## src/rtl/crc_n_seq.sv

```systemverilog
// crc_n_seq: multi-cycle MSB-first CRC engine, STEP bits per clock, valid/ready on both sides.
// Check mode (mode port, in_crc loading, crc_ok) is enabled by defining CRC_CHECK_EN.
module crc_n_seq #(
  parameter int BW = 4,
  parameter int CRC_BW = 3,
  parameter logic [CRC_BW-1:0] POLY = 3'b011,
  parameter int STEP = 1
) (
  input  logic              clk,
  input  logic              rst_n,
  input  logic              in_valid,
  output logic              in_ready,
  input  logic [BW-1:0]     in_data,
  input  logic [CRC_BW-1:0] in_crc,
`ifdef CRC_CHECK_EN
  input  logic              mode,
`endif
  output logic              out_valid,
  input  logic              out_ready,
  output logic [CRC_BW-1:0] CRC,
  output logic              crc_ok,
  output logic              busy
);
  localparam int SW = BW + CRC_BW;
  localparam int NSTEPS = SW / STEP;
  localparam int CW = $clog2(NSTEPS + 1);
  if (BW < 1 || CRC_BW < 2 || STEP < 1 || SW % STEP != 0) begin : g_bad_param
    $error("crc_n_seq: illegal BW/CRC_BW/STEP combination");
  end
  typedef enum logic [1:0] {IDLE, BUSY, DONE} state_t;
  state_t state_q, state_d;
  logic [SW-1:0] s_q, s_d, s_nx;
  logic [CRC_BW-1:0] r_q, r_d, r_nx, crc_q, crc_d;
  logic ok_q, ok_d;
  logic [CW-1:0] cnt_q, cnt_d;
  logic chk_mode;
`ifdef CRC_CHECK_EN
  assign chk_mode = mode;
  assign crc_ok = ok_q;
`else
  assign chk_mode = 1'b0;
  assign crc_ok = 1'b0;
`endif
  assign in_ready = state_q == IDLE;
  assign busy = state_q == BUSY;
  assign out_valid = state_q == DONE;
  assign CRC = crc_q;
  // STEP unrolled single-bit long-division iterations
  always_comb begin
    s_nx = s_q;
    r_nx = r_q;
    for (int i = 0; i < STEP; i++) begin
      r_nx = {r_nx[CRC_BW-2:0], s_nx[SW-1]} ^ (r_nx[CRC_BW-1] ? POLY : '0);
      s_nx = s_nx << 1;
    end
  end
  always_comb begin
    state_d = state_q;
    s_d = s_q;
    r_d = r_q;
    cnt_d = cnt_q;
    crc_d = crc_q;
    ok_d = ok_q;
    if (state_q == IDLE && in_valid) begin
      s_d = {in_data, chk_mode ? in_crc : {CRC_BW{1'b0}}};
      r_d = '0;
      cnt_d = CW'(NSTEPS);
      state_d = BUSY;
    end else if (state_q == BUSY) begin
      s_d = s_nx;
      r_d = r_nx;
      cnt_d = cnt_q - CW'(1);
      if (cnt_q == CW'(1)) begin
        crc_d = r_nx;
        ok_d = r_nx == '0;
        state_d = DONE;
      end
    end else if (state_q == DONE && out_ready) begin
      state_d = IDLE;
    end
  end
  always_ff @(posedge clk) begin
    if (!rst_n) begin
      state_q <= IDLE;
      s_q <= '0;
      r_q <= '0;
      cnt_q <= '0;
      crc_q <= '0;
      ok_q <= 1'b0;
    end else begin
      state_q <= state_d;
      s_q <= s_d;
      r_q <= r_d;
      cnt_q <= cnt_d;
      crc_q <= crc_d;
      ok_q <= ok_d;
    end
  end
endmodule

```

## config.mk

```make
export PLATFORM = sky130hd
export DESIGN_NAME = crc_n_seq
export DESIGN_NICKNAME = d
export VERILOG_FILES = /design/src/rtl/crc_n_seq.sv
export SDC_FILE = /design/constraint.sdc
export NUM_CORES = 1
export LEC_CHECK = 0
export CORE_MARGIN = 10
export CORE_UTILIZATION = 47
export DETAILED_ROUTE_END_ITERATION = 10
export GPL_TIMING_DRIVEN = 0
export PLACE_DENSITY = 0.76
export SLEW_MARGIN = 20
export SYNTH_ARGS = -nofsm -noshare
export SYNTH_HDL_FRONTEND = slang
export SYNTH_SLANG_ARGS = --single-unit
```

## constraint.sdc

```tcl
create_clock -name clk -period 1.5 [get_ports clk]
set_clock_uncertainty 0.05 [all_clocks]
set_input_delay 0.375 -clock clk [delete_from_list [all_inputs] [get_ports clk]]
set_output_delay 0.375 -clock clk [all_outputs]
set_load 0.02 [all_outputs]
```

==> out/metrics.cfg <==
[clock_tree]
cts_buffers=3
clkTransAtPathRegs_ps=90
h-tree-depth=1
cts_tree=yes
clk_latency_ps=280
cts-root-buf=clkbuf_4
cts_hold_buf=0
ctsLongestPathBuffers=2
clock-sinks=15

[worst_setup_path]
reg2reg_depth=7
reg2reg_from=state_q[1]
reg2reg_slack_ps=40
critical_path_depth=4
path_max_fanout=7
worst-path-buf-inv=3
critPathArrivalTime_ps=1050
cp_slowest_cell=dfxtp_2
required_ps=1070
path_class=reg -> out
cp-start-kind=register
rr_endpoint=cnt_q[1]
worstSetupEndpointType=primary output
path_cells=buf_8, nand2b_4, clkinv_4, buf_6
cp_top_family=flip-flops
slowest_delay_ps=340

[cells_and_area]
diodes=0
nets=116
drive_gt1_share_pct=32.4
final_common_cell=dfxtp_1
finalNonFillerCells=118
syn_to_final_growth_pct=34.2
final_cell_mix=13 x dfxtp_1, 10 x buf_4, 7 x nand2_1
final_core_util_pct=67.4

[synthesis]
synthDistinctLibCells=31
yosysSeqAreaShare_pct=39.7
netlist_area_um2=757
syn_nets=90
synthCells=77
ys_ff_latch=15
synthesis.area_per_instance_um2=9.83
yosysWarnings=0

[min_path]
worstHoldPathCells=3
hp-start=in_valid
holdPathEnd=s_q[3]
holdCritPathClass=in -> reg

[timing]
clock.fmax_ghz=0.679
fin_crit_sh_pct=98.2
setup_ws_ps=26.8
fin_crit_ps=1470
rsz0062_at_grt=yes
maxSlewViolCount=0
hold_viol=0
setup_violations=0

[pwr]
pwr_density_cell_mw_per_mm2=900
p_leak_nw=0.456
vdd_drop_max_uv=590

[placement]
place_inst=106
dp_slack_ps=-307
io_buffers=13
place_hpwl_um=1070
place.gp.congestion=0.712

[floorplan]
fp-row-count=14
die_width_um=60.1
fp.dieH_um=60.1
die-area_mm2=0.00362
boundaryPins=18
coreArea_mm2=0.00151
floorplan.initialDensity_pct=50.2

[grt]
overflow=0
antenna_found_initial=0
grt_pass1_vias=589
grt_use_total_pct=8.89
grt_pass1_wl_um=2530
grt_max_degree=11

[routing]
wl_per_cell_um=12.9
first_pass_iters=4
via_per_inst=4.95
drt_iter0_drc=7
finalWirelength_um=1520
post-route-drc-count=0
drtAntennaViolNets=0
vias=584

[run_status]
status=finished, final reports clean

[run]
maxCapViolations=0

-- worst max path at each step --
stage                    start      to
floorplan             cnt_q[0]  CRC[2]
global placement      in_valid  r_q[1]
detailed placement    in_valid  r_q[1]
CTS                 state_q[1]    busy
global route        state_q[1]    busy
finish              state_q[1]    busy
-- registers in the layout (all words and copies together), names as in the netlist --
register / cells
r_q: 3
cnt_q: 3
CRC: 3
s_q: 4
state_q: 2
-- cell usage after synthesis (all sizes together) --
master | count | area share [%]
ha | 2 | 3.3
o211a | 2 | 2.6
a211oi | 2 | 2.0
or3b | 1 | 1.2
nor2b | 1 | 0.83
mux2i | 1 | 1.3
inv | 6 | 3.6
o221a | 3 | 4.5
nor4bb | 1 | 3.3
nand2 | 7 | 3.5
nand2b | 2 | 2.6
buf | 5 | 6.1
a21boi | 5 | 5.9
a21oi | 4 | 2.6
nand3 | 2 | 1.3
mux2 | 1 | 2.0
xnor2 | 3 | 3.5
xor2 | 1 | 1.2
clkbuf | 1 | 0.50
nor3b | 2 | 2.0
dfxtp | 15 | 40
nor2 | 6 | 3.0
o21ai | 1 | 1.2
conb | 1 | 0.50
nand3b | 1 | 0.99
a31oi | 1 | 0.83
-- final cells by class --
cell class,count,area [um2]
fillers,125,490
multi-input cells,50,387
flip-flops and latches,15,305
repair buffers,21,189
plain buffers,6,60.1
inverters,6,27.5
clock buffers,3,22.5
well taps,16,20.0
clock inverters,1,5.00
-- kinds of logic (layout without fill, tap and decap cells) --
family / after synthesis / count (layout) / share of synthesized area, %
AOI/OAI and AO/OA: 18 / 18 / 19.7
xor gates and xnor gates: 4 / 4 / 4.63
adders and majority gates: 2 / 2 / 3.31
buffers and inverters: 12 / 37 / 10.2
DFF: 15 / 15 / 39.7
muxes: 2 / 2 / 3.31
other: 1 / 1 / 0.495
and+or+nand+nor: 23 / 23 / 18.7
-- metrics by stage --
stage / power [W] / setup TNS, ps / hold slack (ps) / cell area, um2
2_1_floorplan: 0.000603 / 0 / 394 / 757
3_3_place_gp: 0.000662 / -3550 / 410 / 907
3_5_place_dp: 0.000665 / -3640 / 417 / 907
4_1_cts: 0.000918 / -12.2 / 431 / 962
5_1_grt: 0.000964 / -14.4 / 445 / 1020
6_report: 0.000914 / 0 / 401 / 1020
-- worst reg2reg max path: stages, from the launching register on --
cell and delay [ps]:
dfxtp_2 340, buf_8 110, nand2b_4 140, clkinv_4 50
buf_4 120, buf_4 160, mux2_4 300, a21boi_2 120
-- power breakdown --
part	switching [W]	total (W)	internal, W
sequential	0.0000206	0.000449	0.000429
clock	0.000132	0.000231	0.0000989
combinational	0.000104	0.000233	0.000129
-- metal layers --
| layer | vias up | GRT usage, % | wire length, um |
|---|---|---|---|
| li1 | 308 | - | - |
| met1 | 262 | 9.69 | 689 |
| met2 | 12 | 14.3 | 698 |
| met3 | 2 | 4.24 | 128 |
| met4 | 0 | 3.85 | 6 |
| met5 | - | 0 | 0 |
-- what timing repair did --
action	4_1_cts	5_1_grt
gates resized for setup	26	4
endpoints found under the hold margin	0	0
buffers inserted	2	6
setup endpoints to repair	6	8
No activity file was read; power rests on OpenSTA's default activity.
